<file path="src/rtl/rx_tx_pkg.sv">
// Shared encodings for the dual-rail transmit (merge) node.
package rx_tx_pkg;

  localparam logic [1:0] DR_NULL = 2'b00;
  localparam logic [1:0] DR_ZERO = 2'b01;
  localparam logic [1:0] DR_ONE  = 2'b10;
  localparam logic [1:0] DR_ILL  = 2'b11;

  localparam logic [1:0] HDR_C0 = DR_ZERO;
  localparam logic [1:0] HDR_C1 = DR_ONE;

  typedef enum logic [2:0] {
    IDLE,
    HDR_UP,
    HDR_DN,
    CH_WAIT,
    CH_ACK,
    P_UP,
    P_DN
  } tx_state_t;

  function automatic logic [1:0] hdr_of(input logic sel);
    return sel ? HDR_C1 : HDR_C0;
  endfunction

endpackage

</file>
<file path="src/rtl/rx_tx_sync.sv">
// Multi-flop synchronizer for asynchronous handshake signals; resets to zero.
module rx_tx_sync #(
  parameter int unsigned W      = 1,
  parameter int unsigned STAGES = 2
) (
  input  logic         clk,
  input  logic         rstn,
  input  logic [W-1:0] d_i,
  output logic [W-1:0] q_o
);

  logic [STAGES-1:0][W-1:0] chain_q;

  always_ff @(posedge clk or negedge rstn) begin
    if (!rstn) begin
      chain_q <= '0;
    end else begin
      chain_q <= {chain_q[STAGES-2:0], d_i};
    end
  end

  assign q_o = chain_q[STAGES-1];

endmodule

</file>
<file path="src/rtl/rx_tx_node.sv">
// Merges two dual-rail 4-phase child channels into one parent channel,
// prefixing each PKT_LEN-token packet with a route token naming the source child.
module rx_tx_node
  import rx_tx_pkg::*;
#(
  parameter int unsigned PKT_LEN     = 16,
  parameter int unsigned SYNC_STAGES = 2
) (
  input  logic       clk,
  input  logic       rstn,
  input  logic       c0r,
  input  logic [1:0] c0d,
  output logic       c0a,
  input  logic       c1r,
  input  logic [1:0] c1d,
  output logic       c1a,
  output logic       pr,
  output logic [1:0] pd,
  input  logic       pa,
  output logic       err
);

  localparam int unsigned CW = $clog2(PKT_LEN + 1);

  logic       c0r_s, c1r_s, pa_s;
  logic [1:0] c0d_s, c1d_s;

  rx_tx_sync #(.W(1), .STAGES(SYNC_STAGES)) u_sync_c0r (.clk(clk), .rstn(rstn), .d_i(c0r), .q_o(c0r_s));
  rx_tx_sync #(.W(1), .STAGES(SYNC_STAGES)) u_sync_c1r (.clk(clk), .rstn(rstn), .d_i(c1r), .q_o(c1r_s));
  rx_tx_sync #(.W(1), .STAGES(SYNC_STAGES)) u_sync_pa  (.clk(clk), .rstn(rstn), .d_i(pa),  .q_o(pa_s));
  rx_tx_sync #(.W(2), .STAGES(SYNC_STAGES)) u_sync_c0d (.clk(clk), .rstn(rstn), .d_i(c0d), .q_o(c0d_s));
  rx_tx_sync #(.W(2), .STAGES(SYNC_STAGES)) u_sync_c1d (.clk(clk), .rstn(rstn), .d_i(c1d), .q_o(c1d_s));

  tx_state_t   state_q, state_d;
  logic        sel_q, sel_d;
  logic        last_q, last_d;
  logic [CW-1:0] cnt_q, cnt_d;
  logic [1:0]  tok_q, tok_d;
  logic        pr_q, pr_d;
  logic [1:0]  pd_q, pd_d;
  logic        c0a_q, c0a_d;
  logic        c1a_q, c1a_d;
  logic        err_q, err_d;

  always_ff @(posedge clk or negedge rstn) begin
    if (!rstn) begin
      state_q <= IDLE;
      sel_q   <= 1'b0;
      last_q  <= 1'b1;
      cnt_q   <= '0;
      tok_q   <= DR_NULL;
      pr_q    <= 1'b0;
      pd_q    <= DR_NULL;
      c0a_q   <= 1'b0;
      c1a_q   <= 1'b0;
      err_q   <= 1'b0;
    end else begin
      state_q <= state_d;
      sel_q   <= sel_d;
      last_q  <= last_d;
      cnt_q   <= cnt_d;
      tok_q   <= tok_d;
      pr_q    <= pr_d;
      pd_q    <= pd_d;
      c0a_q   <= c0a_d;
      c1a_q   <= c1a_d;
      err_q   <= err_d;
    end
  end

  logic       win;
  logic       req_sel;
  logic [1:0] dat_sel;

  always_comb begin
    state_d = state_q;
    sel_d   = sel_q;
    last_d  = last_q;
    cnt_d   = cnt_q;
    tok_d   = tok_q;
    pr_d    = pr_q;
    pd_d    = pd_q;
    c0a_d   = c0a_q;
    c1a_d   = c1a_q;
    err_d   = err_q;
    win     = 1'b0;
    req_sel = sel_q ? c1r_s : c0r_s;
    dat_sel = sel_q ? c1d_s : c0d_s;

    case (state_q)
      IDLE: begin
        if (c0r_s || c1r_s) begin
          // Tie goes to the child that was not served last.
          win     = (c0r_s && c1r_s) ? ~last_q : c1r_s;
          sel_d   = win;
          last_d  = win;
          pd_d    = hdr_of(win);
          pr_d    = 1'b1;
          state_d = HDR_UP;
        end
      end
      HDR_UP: begin
        if (pa_s) begin
          pr_d    = 1'b0;
          pd_d    = DR_NULL;
          state_d = HDR_DN;
        end
      end
      HDR_DN: begin
        if (!pa_s) state_d = CH_WAIT;
      end
      CH_WAIT: begin
        if (req_sel && (dat_sel != DR_NULL)) begin
          if (dat_sel == DR_ILL) begin
            err_d = 1'b1;
            tok_d = DR_ZERO;
          end else begin
            tok_d = dat_sel;
          end
          if (sel_q) c1a_d = 1'b1;
          else       c0a_d = 1'b1;
          state_d = CH_ACK;
        end
      end
      CH_ACK: begin
        if (!req_sel && (dat_sel == DR_NULL)) begin
          c0a_d   = 1'b0;
          c1a_d   = 1'b0;
          pd_d    = tok_q;
          pr_d    = 1'b1;
          state_d = P_UP;
        end
      end
      P_UP: begin
        if (pa_s) begin
          pr_d    = 1'b0;
          pd_d    = DR_NULL;
          cnt_d   = cnt_q + 1'b1;
          state_d = P_DN;
        end
      end
      P_DN: begin
        if (!pa_s) begin
          if (cnt_q == CW'(PKT_LEN)) begin
            cnt_d   = '0;
            state_d = IDLE;
          end else begin
            state_d = CH_WAIT;
          end
        end
      end
      default: state_d = IDLE;
    endcase
  end

  assign c0a = c0a_q;
  assign c1a = c1a_q;
  assign pr  = pr_q;
  assign pd  = pd_q;
  assign err = err_q;

endmodule
</file>
<file path="config.mk">
export PLATFORM = sky130hd
export DESIGN_NAME = rx_tx_node
export DESIGN_NICKNAME = d
export VERILOG_FILES = /design/src/rtl/rx_tx_pkg.sv /design/src/rtl/rx_tx_sync.sv /design/src/rtl/rx_tx_node.sv
export SDC_FILE = /design/constraint.sdc
export NUM_CORES = 1
export LEC_CHECK = 0
export ABC_AREA = 1
export BUFFER_PORTS_ARGS = -buffer_cell sky130_fd_sc_hd__buf_2
export CORE_MARGIN = 5
export CORE_UTILIZATION = 44
export DETAILED_ROUTE_END_ITERATION = 10
export PLACE_DENSITY = 0.74
export SYNTH_ARGS = -nofsm -noshare
export SYNTH_HDL_FRONTEND = slang
export SYNTH_HIERARCHICAL = 1
export SYNTH_SLANG_ARGS = --single-unit
</file>
<file path="constraint.sdc">
create_clock -name clk -period 1.4 [get_ports clk]
set_clock_uncertainty 0.15 [all_clocks]
set_input_delay 0 -clock clk [delete_from_list [all_inputs] [get_ports clk]]
set_output_delay 0 -clock clk [all_outputs]
set_load 0.02 [all_outputs]
</file>
* After elaboration in Yosys (flattened, before gate mapping)
Cells that the tools add are included.
** Operators by class
- Add/sub/neg operators :: 1
- Magnitude comparators :: 0
- Shift operators :: 0
- Muxes and demuxes :: 33
- Divide/modulo/power cells :: 0
- Reduce and logical (&&, ||, !) cells :: 20
- Eq/ne operators :: 19
- Bitwise operators :: 1
- Multiply operators :: 0
** Operator list (count)
- 2-to-1 mux 3 bit :: 7
- case mux 3 bit (7 select lines) :: 1
- inequality test 2 bit, second input constant :: 8
- AND reduction 4 bit :: 4
- 2-to-1 mux 5 bit :: 3
- 2-to-1 mux 2 bit :: 7
- 2-to-1 mux 1 bit :: 10
- case mux 5 bit (2 select lines) :: 1
- == test 3 bit, second input constant :: 3
- AND reduction 7 bit :: 1
- == test 3 x 2 -> 1 bit, second input constant :: 2
- inequality test 2 x 1 -> 1 bit, second input constant :: 3
- case mux 2 bit (3 select lines) :: 1
- nonzero test 2 bit :: 3
- adder 5 x 1 -> 5 bit, second input constant :: 1
- == test 5 bit, second input constant :: 1
- case mux 1 bit (2 select lines) :: 2
- AND reduction 2 bit :: 2
- == test 3 x 1 -> 1 bit, second input constant :: 1
- logical AND 1 bit :: 3
- logical NOT 3 bit :: 1
- case mux 1 bit (3 select lines) :: 1
- AND reduction 3 bit :: 1
- nonzero test 3 bit :: 1
- 6 further kinds :: 6
** Word-level totals
- Input port bits :: 9
- Word-level logic and storage cells :: 94
- Memories kept :: 0
- Output and inout port bits :: 6
- Memory bits (writable) :: 0
- ROM bits :: 0
- Flip-flop bits (word level) :: 32
- Latch bits :: 0

* Logic depth before layout (Yosys ltp)
Gate-level depths: netlist (run 1).
- Depth in word-level cells :: 5
- Depth in mapped cells :: 10
- Mapped depth without buffers :: 9

* Hierarchy
The synthesis (run 1) kept the hierarchy.
** By module, submodules not included
- rx_tx_node :: times used 1, seq. area each 451.7 um^2, area each 1242.4 um^2, cells each 157
- rx_tx_sync at u_sync_c0d ... :: times used 2, seq. area each 100.1 um^2, area each 115.1 um^2, cells each 6
- rx_tx_sync at u_sync_c0r ... :: times used 3, seq. area each 50.0 um^2, area each 50.0 um^2, cells each 2

* Worst setup path after synthesis (run 1)
Ideal clock, no wire load.
- Kind :: register to register
- Start :: reg cnt_q[0]
- End :: reg cnt_q[0]
- Arrival time :: 1.141 ns
- Data required time :: 1.127 ns
- Library setup time :: 0.123 ns
- Cell stages (with the launch flop) :: 10
- Clock period less this slack :: 1.414 ns
- Path slack :: -0.014 ns
- Buffers on the path :: 0
- Path through :: dfrtp_1 inv_1 ha_1 nand2_1 nor3_1 nand2_1 nand2_1 nand3_2 nand2_1 o21ai_1
** Between the ends
- Longest elaborated chain between the ends :: 3
- Elaborated cells between the ends (all ways) :: 6
- Those cells by class :: 1 x add/sub; 2 x eq/ne; 2 x mux; 1 x reduce/logical
** RTL lines
- start: declaration :: RTL line rx_tx_node.sv:37 : logic [CW-1:0] cnt_q, cnt_d;
- start signal: assignment :: RTL line rx_tx_node.sv:61 : cnt_q <= cnt_d;
- adder 5 x 1 -> 5 bit / == test 5 bit (equally long branches) :: RTL line rx_tx_node.sv:138, rx_tx_node.sv:144
- 2-to-1 mux 5 bit / inequality test 2 bit (equally long branches)
- case mux 5 bit (2 select lines) / AND reduction 4 bit (equally long branches)
Parallel ways exist; a longest one is shown, timed or not. The select of a mux whose other input is x is not followed.
A chain may end at the register's enable or synchronous reset.

* Final worst setup path (run 1)
Ends and elaborated chain as after synthesis.

==> run metrics, run 1 <==
run status finished with violations; violated checks negative setup slack; number of nets in the synthesized netlist 186; total of warnings raised by yosys 6; final weighted congestion in routability-driven placement 0.833; area of all sequential standard cells approximately 810 um^2; CTS Buf Count 5; # rows 22; Yosys top cell by area sky130_fd_sc_hd__dfrtp_1; Cell Count Post-Placement about 260; All-Layer GR Usage 14.7%; Primary FF master, synth sky130_fd_sc_hd__dfrtp_1; number of distinct library cells after synthesis 31; final net count 244; Avg Inst Size Synth 9.27 um^2; Fill cells roughly 270; first-pass iteration count of the detailed router 4; maximum root-to-sink buffer count 2; Data required, critical path roughly 1.4 ns; total via count after detailed routing 1347; clock slew seen by the registers of the worst setup and hold paths 0.07 ns; worst setup path category register to register; critical path's most frequent cell sky130_fd_sc_hd__nand2_1; Layout Cells excl Fill 282; DPL Wire Length about 2200 um; Sink Count 32; crit path capture type register; Synth Instances 175; most frequent cells after synthesis 36 x sky130_fd_sc_hd__nand2_1, 31 x sky130_fd_sc_hd__dfrtp_1, 21 x sky130_fd_sc_hd__inv_1; Max Freq between 0.6 and 0.7 GHz; part of the Yosys area used for sequential elements 49.4%; classification of the worst-slack hold path input pin to asynchronous set/reset pin; clock root buffer sky130_fd_sc_hd__clkbuf_8; Worst-Margin Slew 0.379 ns; worst slew margin relative to its limit between 70% and 80%; WL per Instance 12.3 um; unrepaired setup endpoints after global routing yes; worst slack, placed -0.194 ns; detail-routed via count per cell ~4.8; Max stage delay cell, worst path sky130_fd_sc_hd__dfrtp_1; smallest setup slack after layout -0.123 ns; main combinational cell family by area after synthesis simple AND/OR/NAND/NOR gates; final-layout setup total negative slack -1.09 ns; Die Span X 70.7 um; area share of fa/ha/maj cells after synthesis under 10%; total wire length 3480 um; final hold vios 0; Die ar. 5000 um^2; Pwr Total between 4000 and 5000 uW; total congestion overflow 0; largest delay contributor family on the critical path simple AND/OR/NAND/NOR gates; power density cells 2080 nW/um^2; share of the synthesized area in compound gates (AO/OA/AOI/OAI) 6.63%; number of H-tree branching levels 2; cells along the critical path inv_2, ha_4, nand2_2, nor3_2, nand2_1, nand2_1, nand3_2, nand2_1, o21ai_1; clock period minus final worst setup slack roughly 1.5 ns; Yosys top cell area share 47.8%; number of pins with negative max-slew slack in the final report 0; number of setup violations in the final report 14; diodes inserted 0; Worst Hold Margin between 0.015 and 0.02 ns; proportion of layout cells with a drive suffix above 1 51.3%; CP Buf/Inv Count 1; insertion delay of the later-clocked pin in the worst-skew pair around 0.29 ns; maximum vdd ir drop about 0.90 mV; FF+latch count, synth 32; number of DRC markers in iteration 0 81; antenna viol nets, final 0; most frequently used cell type in the post-synthesis netlist sky130_fd_sc_hd__nand2_1; leakage 0.00119 uW; DRC errors left 0; Post-synth EDFFs 0; Post-Synth Simple-Gate Area 31.8%; Port Buffers 14; cell types occupying the most area after synthesis sky130_fd_sc_hd__dfrtp_1 48%, sky130_fd_sc_hd__nand2_1 8.3%, sky130_fd_sc_hd__inv_1 4.9%; final period utilization 109%; via count of the first global-routing pass 1261; count of maximum capacitance violations 0; data arrival time at the worst-slack endpoint 1.55 ns; critical path startpoint category register; multiplexer fraction of the synthesized cell area 0%; clock tree from TritonCTS done; XOR/XNOR share of the synthesized area under 10%; number of top-level pins 15; worst-path fanout max 5; synthesized cell area 1620 um^2; Async S/R FF share, synth 100%; largest net degree at the start of global routing 19; DIE HEIGHT 70.7 um; global-route wire length before repair 5840 um; initial antenna violation count 0; Initial Util 45.0%; area of the core 3610 um^2; area used by multi-input combinational logic 820 um^2; delay of the slowest cell on the worst path a little under 0.4 ns; area added between synthesis and finish 44.3%
routing by layer:
layer,share of wire (%),GRT usage [%]
met3,4.2,3.41
met4,1.8,5.64
met1,46,20.1
met2,48,22.6
met5,0,0
cell usage in the layout, fill, tap and decap left out, drive strengths merged:
master,Yosys,final
o21ai,11,11
dfrtp,31,31
nand2,49,50
nor3,2,2
bufinv,0,1
dlygate4sd3,0,8
nand3b,3,3
nand3,12,12
inv,26,26
clkbuf,0,6
xnor2,1,1
clkinv,0,1
xor2,2,2
ha,2,2
o21a,1,1
or2,1,1
buf,6,48
dfstp,1,1
nor2,13,13
o22ai,2,2
a21oi,2,2
a22oi,1,1
o21bai,1,1
nand4,8,8
cell families (layout without fill, tap and decap cells):
family	Yosys count	in the layout
buffers and inverters	32	90
adders and majority gates	2	2
DFF	32	32
AOI/OAI and AO/OA	18	18
xor gates and xnor gates	3	3
and+or+nand+nor	88	89
registers in the layout, indices dropped and copies added (netlist names), 2 cells and up:
signal              cells
u_sync_c1d/q_o          2
u_sync_c0d/q_o          2
u_sync_c1d/chain_q      2
u_sync_c0d/chain_q      2
cnt_q                   5
pd                      2
tok_q                   2
state_q                 3
worst register-to-register path: stages (launching register included):
cell                      delay [ns]
sky130_fd_sc_hd__dfrtp_1        0.39
sky130_fd_sc_hd__inv_2          0.08
sky130_fd_sc_hd__ha_4           0.15
sky130_fd_sc_hd__nand2_2        0.06
sky130_fd_sc_hd__nor3_2         0.13
sky130_fd_sc_hd__nand2_1        0.11
sky130_fd_sc_hd__nand2_1        0.08
sky130_fd_sc_hd__nand3_2        0.11
sky130_fd_sc_hd__nand2_1        0.09
sky130_fd_sc_hd__o21ai_1        0.06
worst paths after layout:
check                                      start               endpoint  slack (ns)  cells after the start
max                                     cnt_q[0]               cnt_q[0]       -0.12                      9
min                                         rstn             state_q[1]        0.02                      2
max reg2reg                             cnt_q[0]               cnt_q[0]       -0.12                      9
min reg2reg                u_sync_c1d/chain_q[1]      u_sync_c1d/q_o[1]        0.19                      0
max in group asynchronous                   rstn                 last_q        0.59                      3
min in group clk                          c0d[0]  u_sync_c0d/chain_q[0]        0.19                      2
metrics by stage:
stage               util [%]  instance area, um^2
finish                  65.0                 2340
global route            65.0                 2340
CTS                     62.1                 2240
detailed placement      52.6                 1900
global placement        52.6                 1900
floorplan                  -                 1620
area by class of cell:
type	instances	share of cell area (%)
sequential	32	34.4
timing repair buffer	56	18.9
clock buffer	6	3.10
inverter	26	4.59
tap	48	2.56
multi-input combinational	112	35.0
clock inverter	2	1.50
power breakdown:
part           internal, uW  switching (uW)  total (uW)
combinational          1210            1410        2620
sequential             1170             199        1370
clock                   527             340         868
total                  2910            1950        4860
timing repair:
action	CTS	global route
setup endpoints to repair	16	18
gates resized for setup	26	28
hold endpoints to repair	39	0
buffers inserted	6	4
pin swaps	14	30
gates cloned	1	0
hold buffers	8	0
Power figures use the tool's default switching activity.
==> run 2, diff against run 1 <==
Settings changed: SKIP_CTS_REPAIR_TIMING from default to 1.
==> run 2 against run 1 <==
  * Non-clock buffer count unchanged
  * Utilization decreased by 1.7 points
  * Combinational power decreased by 7%
  * Sequential power about the same
  * Largest cell class is now registers
  * Flip-flop and latch count unchanged
  * The run still ends with negative setup slack left
  * Highest routed layer unchanged
==> run metrics, run 2 (synthesis gave the netlist of run 1 again) <==
insertion delay of the later-clocked pin in the worst-skew pair between 0.2 and 0.3 ns; number of DRC markers in iteration 0 between 60 and 70; data arrival time at the worst-slack endpoint 1.59 ns; Worst-Margin Slew 0.368 ns; final hold vios 0; worst setup path category register to register; number of top-level pins 15; reg-to-reg critical path endpoint cnt_q[0]; violated checks negative setup slack; Die ar. 5000 um^2; largest net degree at the start of global routing 19; area of all sequential standard cells 805 um^2; most common cell after layout, fill and taps aside sky130_fd_sc_hd__buf_4; first-pass iteration count of the detailed router 4; area of the core 3610 um^2; Port Buffers 14; DRC errors left 0; DIE HEIGHT 70.7 um; final period utilization 112%; final weighted congestion in routability-driven placement 0.833; Worst R2R Path Depth 9; clock slew seen by the registers of the worst setup and hold paths approximately 0.060 ns; Worst Hold Margin 0.0126 ns; maximum root-to-sink buffer count 2; register-to-register setup slack -0.17 ns; unrepaired setup endpoints after global routing yes; detail-routed via count per cell 4.83; leakage approximately 0.0012 uW; number of pins with negative max-slew slack in the final report 0; count of maximum capacitance violations 0; area used by multi-input combinational logic slightly below 800 um^2; Die Span X between 70 and 80 um; DPL Wire Length 2220 um; Sink Count 32; total via count after detailed routing 1362; maximum vdd ir drop 0.812 mV; worst-path fanout max 5; number of H-tree branching levels 2; All-Layer GR Usage 12.7%; WL per Instance 12.5 um; area added between synthesis and finish 40.6%; Pwr Total roughly 4600 uW; Fill cells 278; antenna viol nets, final 0; Initial Util between 40% and 50%; initial antenna violation count 0; flip-flop count of the largest register after layout 5; crit path capture type register; run status finished with violations; # rows 22; worst slew margin relative to its limit about three quarters; registers with the most flip-flops cnt_q: 5 flops, state_q: 3 flops; critical path startpoint category register; clock period minus final worst setup slack 1.57 ns; classification of the worst-slack hold path input pin to asynchronous set/reset pin; CTS Buf Count 5; highest-count cells in the layout ignoring fill and taps 30 x sky130_fd_sc_hd__buf_4, 29 x sky130_fd_sc_hd__nand2_1, 29 x sky130_fd_sc_hd__dfrtp_1, 19 x sky130_fd_sc_hd__inv_1, 14 x sky130_fd_sc_hd__buf_2; smallest setup slack after layout -0.169 ns; number of setup violations in the final report 15; power density cells 2030 nW/um^2; worst reg2reg path startpoint cnt_q[1]; diodes inserted 0; final net count 244; proportion of layout cells with a drive suffix above 1 46.6%; via count of the first global-routing pass 1131; global-route wire length before repair 5070 um; clock root buffer sky130_fd_sc_hd__clkbuf_8; clock tree from TritonCTS done; Data required, critical path 1.42 ns; total congestion overflow 0; total wire length 3530 um; register with the most flip-flops cnt_q; Max Freq 0.637 GHz
-- run 2: cell types whose count changed in the layout (fill, tap and decap cells not counted), moves of 2 or more --
cell	delta
sky130_fd_sc_hd__nand2_4	-4
sky130_fd_sc_hd__inv_4	-2
sky130_fd_sc_hd__inv_2	-2
sky130_fd_sc_hd__nand2_1	+3
sky130_fd_sc_hd__o21ai_2	-3
sky130_fd_sc_hd__o21ai_0	+3
sky130_fd_sc_hd__inv_1	+4
-- run 2: critical path, cell delays in order (launching register included) --
cell                      delay, ns
sky130_fd_sc_hd__dfrtp_1       0.39
sky130_fd_sc_hd__inv_2         0.09
sky130_fd_sc_hd__ha_4          0.15
sky130_fd_sc_hd__nand2_2       0.05
sky130_fd_sc_hd__nor3_2        0.17
sky130_fd_sc_hd__nand2_1       0.11
sky130_fd_sc_hd__nand2_1       0.09
sky130_fd_sc_hd__nand3_2       0.11
sky130_fd_sc_hd__nand2_1       0.09
sky130_fd_sc_hd__o21ai_1       0.06
-- run 2: power breakdown --
| part | leakage [uW] | internal (uW) | switching, uW |
|---|---|---|---|
| logic | 0.000719 | 1090 | 1340 |
| registers | 0.000388 | 1170 | 181 |
| clock network | 0.0000552 | 527 | 336 |
-- run 2: cell type report --
class	count	share of cell area (%)
clock inverters	2	1.54
multi-input cells	112	34.4
well taps	48	2.63
clock buffers	6	3.18
repair buffers	56	18.5
inverters	26	4.50
flip-flops and latches	32	35.3
-- run 2: metrics by stage --
stage / cells / area (um^2) / setup slack (ns) / utilization, % / TNS (ns)
floorplan: 175 / 1620 / -0.0142 / - / -0.0268
global placement: 255 / 1900 / -0.152 / 52.6 / -1.15
detailed placement: 255 / 1900 / -0.194 / 52.6 / -1.75
CTS: 263 / 2000 / -0.204 / 55.6 / -2.00
global route: 282 / 2280 / -0.292 / 63.3 / -2.89
finish: 282 / 2280 / -0.169 / 63.3 / -1.37
-- run 2: worst max path at each step --
stage                           to  cells after the start  slack (ns)  startpoint
after floorplan           cnt_q[0]                      9       -0.01    cnt_q[0]
after global placement    cnt_q[0]                      9       -0.15    cnt_q[1]
after detailed placement  cnt_q[0]                      9       -0.19    cnt_q[1]
after CTS                 cnt_q[0]                      9       -0.20    cnt_q[1]
after global routing      cnt_q[4]                      9       -0.29    cnt_q[1]
final                     cnt_q[0]                      9       -0.17    cnt_q[1]
-- run 2: per-layer routing --
layer	part of all wire, %	global-route usage (%)
met5	0	0
met1	45	18.1
met4	1.7	5.64
met2	49	18.0
met3	4.0	3.41
==> run 3, diff against run 2 <==
Settings changed: PLACE_DENSITY 0.74 to 0.75, SYNTH_HIERARCHICAL 1 to default, TNS_END_PERCENT from default to 10.
==> run 3 against run 2 <==
  * The flow still finishes with violations (negative setup slack)
  * Critical path depth is the same
  * Via count decreased by 7.0%
  * Utilization down 0.39 points
  * Hold slack gained 0.047 ns
  * Cell count decreased by 5.7%
  * Worst setup slack improved by 0.0093 ns
  * Flip-flop and latch count unchanged
  * Register-to-register slack hardly changed
  * Global-route usage up 1.7 points
  * Clock-buffer cell count unchanged
  * Area after synthesis shrank 9.3%
  * Critical endpoint is now cnt_q[2]
  * Wire length is 6.5% lower
==> run metrics, run 3 <==
DPL Wire Length 1960 um; part of the Yosys area used for sequential elements 54.5%; most frequently used cell type in the post-synthesis netlist sky130_fd_sc_hd__nand2_1; registers with the most flip-flops cnt_q: 5 flops, state_q: 3 flops; crit path capture type register; CTS Buf Count 5; Primary FF master, synth sky130_fd_sc_hd__dfrtp_1; power density cells 2020 nW/um^2; critical path startpoint category register; insertion delay of the later-clocked pin in the worst-skew pair 0.33 ns; clock root buffer sky130_fd_sc_hd__clkbuf_4; reg-to-reg critical path endpoint cnt_q[2]; area of the core 3280 um^2; register with the most flip-flops cnt_q; Yosys top cell area share 52.7%; Port Buffers 14; area used by multi-input combinational logic 714 um^2; # rows 21; most common cell after layout, fill and taps aside sky130_fd_sc_hd__nand2_1; CP Buf/Inv Count 2; largest delay contributor family on the critical path flip-flops; Max Freq around 0.64 GHz; Sink Count 32; most frequent cells after synthesis 56 x sky130_fd_sc_hd__nand2_1, 31 x sky130_fd_sc_hd__dfrtp_1, 23 x sky130_fd_sc_hd__inv_1; worst reg2reg path startpoint cnt_q[1]; Worst Hold Margin 0.0592 ns; flip-flop count of the largest register after layout 5; maximum vdd ir drop 0.980 mV; Post-synth EDFFs 0; number of setup violations in the final report 13; run status finished with violations; total wire length 3300 um; Fill cells 257; DIE HEIGHT 67.9 um; largest net degree at the start of global routing 33; clock tree from TritonCTS done; highest-count cells in the layout ignoring fill and taps 40 x sky130_fd_sc_hd__nand2_1, 27 x sky130_fd_sc_hd__dfrtp_1, 19 x sky130_fd_sc_hd__buf_4, 16 x sky130_fd_sc_hd__inv_1, 15 x sky130_fd_sc_hd__nand2_2; area of all sequential standard cells a little over 800 um^2; smallest setup slack after layout -0.160 ns; number of distinct library cells after synthesis 24; classification of the worst-slack hold path input pin to asynchronous set/reset pin; violated checks negative setup slack; count of maximum capacitance violations 0; first-pass iteration count of the detailed router 4; DRC errors left 0; initial antenna violation count 0; maximum root-to-sink buffer count 2; number of top-level pins 15; Pwr Total 4170 uW; total of warnings raised by yosys 0; critical path's most frequent cell sky130_fd_sc_hd__nand2_2; Die Span X 67.9 um; antenna viol nets, final 0; All-Layer GR Usage between 10% and 20%; proportion of layout cells with a drive suffix above 1 44.1%; number of pins with negative max-slew slack in the final report 0; cell types occupying the most area after synthesis sky130_fd_sc_hd__dfrtp_1 53%, sky130_fd_sc_hd__nand2_1 14%, sky130_fd_sc_hd__inv_1 5.9%; data arrival time at the worst-slack endpoint between 1.5 and 2 ns; delay of the slowest cell on the worst path just over 0.4 ns; final period utilization 111%; final hold vios 0; Worst-Margin Slew 0.384 ns; clock slew seen by the registers of the worst setup and hold paths around 0.10 ns; worst-path fanout max 5; Async S/R FF share, synth 100%; cells along the critical path inv_2, ha_4, nand2_2, inv_2, nand2_2, o21ai_4, nand2_4, nand2_2, o21ai_2; worst setup path category register to register; final net count between 200 and 250; number of nets in the synthesized netlist 181; Yosys top cell by area sky130_fd_sc_hd__dfrtp_1; number of DRC markers in iteration 0 66; total congestion overflow 0; via count of the first global-routing pass roughly 1200; Initial Util 44.8%; Max stage delay cell, worst path sky130_fd_sc_hd__dfrtp_1; synthesized cell area 1470 um^2; leakage 0.00107 uW; Avg Inst Size Synth between 8 and 9 um^2; Data required, critical path 1.48 ns; Synth Instances 170; final weighted congestion in routability-driven placement 0.838; clock period minus final worst setup slack 1.56 ns; WL per Instance 12.4 um; Die ar. 4600 um^2; number of H-tree branching levels 2; total via count after detailed routing 1267; area added between synthesis and finish 40.3%; unrepaired setup endpoints after global routing yes; Worst R2R Path Depth 9; worst slack, placed -0.0432 ns; detail-routed via count per cell 4.76; global-route wire length before repair 4910 um; FF+latch count, synth 32; register-to-register setup slack -0.16 ns; diodes inserted 0; worst slew margin relative to its limit 74.4%
==> run 3: worst max path at each step <==
stage,startpoint,to,cells after the start
3_5_place_dp,cnt_q[0],cnt_q[1],9
3_3_place_gp,state_q[1],pd[1],6
5_1_grt,cnt_q[1],cnt_q[2],9
2_1_floorplan,cnt_q[0],cnt_q[2],9
4_1_cts,state_q[1],cnt_q[0],8
6_report,cnt_q[1],cnt_q[2],9
==> run 3: cells by family after synthesis <==
logic type	after synthesis	synth area share (%)
AND/OR/NAND/NOR	85	26.9
AO/OA/AOI/OAI	20	7.48
buffers and inverters	28	7.65
XOR/XNOR	3	1.78
flip-flops	32	54.5
adder cells (fa/ha/maj)	2	1.70
==> run 3: area by class of cell <==
type                    count  share of cell area, %
well taps                  46                   2.79
multi-input cells         111                   34.6
repair buffers             42                   14.7
clock inverters             2                   1.70
flip-flops and latches     32                   39.1
inverters                  27                   5.15
clock buffers               6                   2.00
==> run 3: metrics by stage <==
| stage | util (%) | std cells | TNS (ns) | cell area (um^2) |
|---|---|---|---|---|
| CTS | 54.8 | 255 | -0.727 | 1800 |
| finish | 62.9 | 266 | -0.986 | 2070 |
| floorplan | - | 170 | 0 | 1470 |
| global placement | 52.5 | 247 | -0.166 | 1720 |
| detailed placement | 52.5 | 247 | -0.409 | 1720 |
| global route | 62.9 | 266 | -2.43 | 2070 |
==> run 3: tightest hold or removal path: stages <==
cell and delay [ns]:
sky130_fd_sc_hd__dlygate4sd3_1 0.52, sky130_fd_sc_hd__buf_2 0.10, sky130_fd_sc_hd__buf_4 0.35
==> run 3: where the power goes <==
group / switching (uW) / leakage [uW] / internal (uW)
logic: 1180 / 0.000641 / 896
registers: 238 / 0.000383 / 1180
clock network: 306 / 0.0000422 / 374
total: 1720 / 0.00107 / 2450
==> run 3: per-layer routing <==
| layer | up-vias | global-route usage (%) | routed length (um) |
|---|---|---|---|
| met5 | - | 0 | 0 |
| met4 | 0 | 6.70 | 93 |
| met3 | 11 | 5.58 | 122 |
| met2 | 30 | 21.9 | 1680 |
| met1 | 592 | 18.0 | 1410 |
| li1 | 634 | - | - |
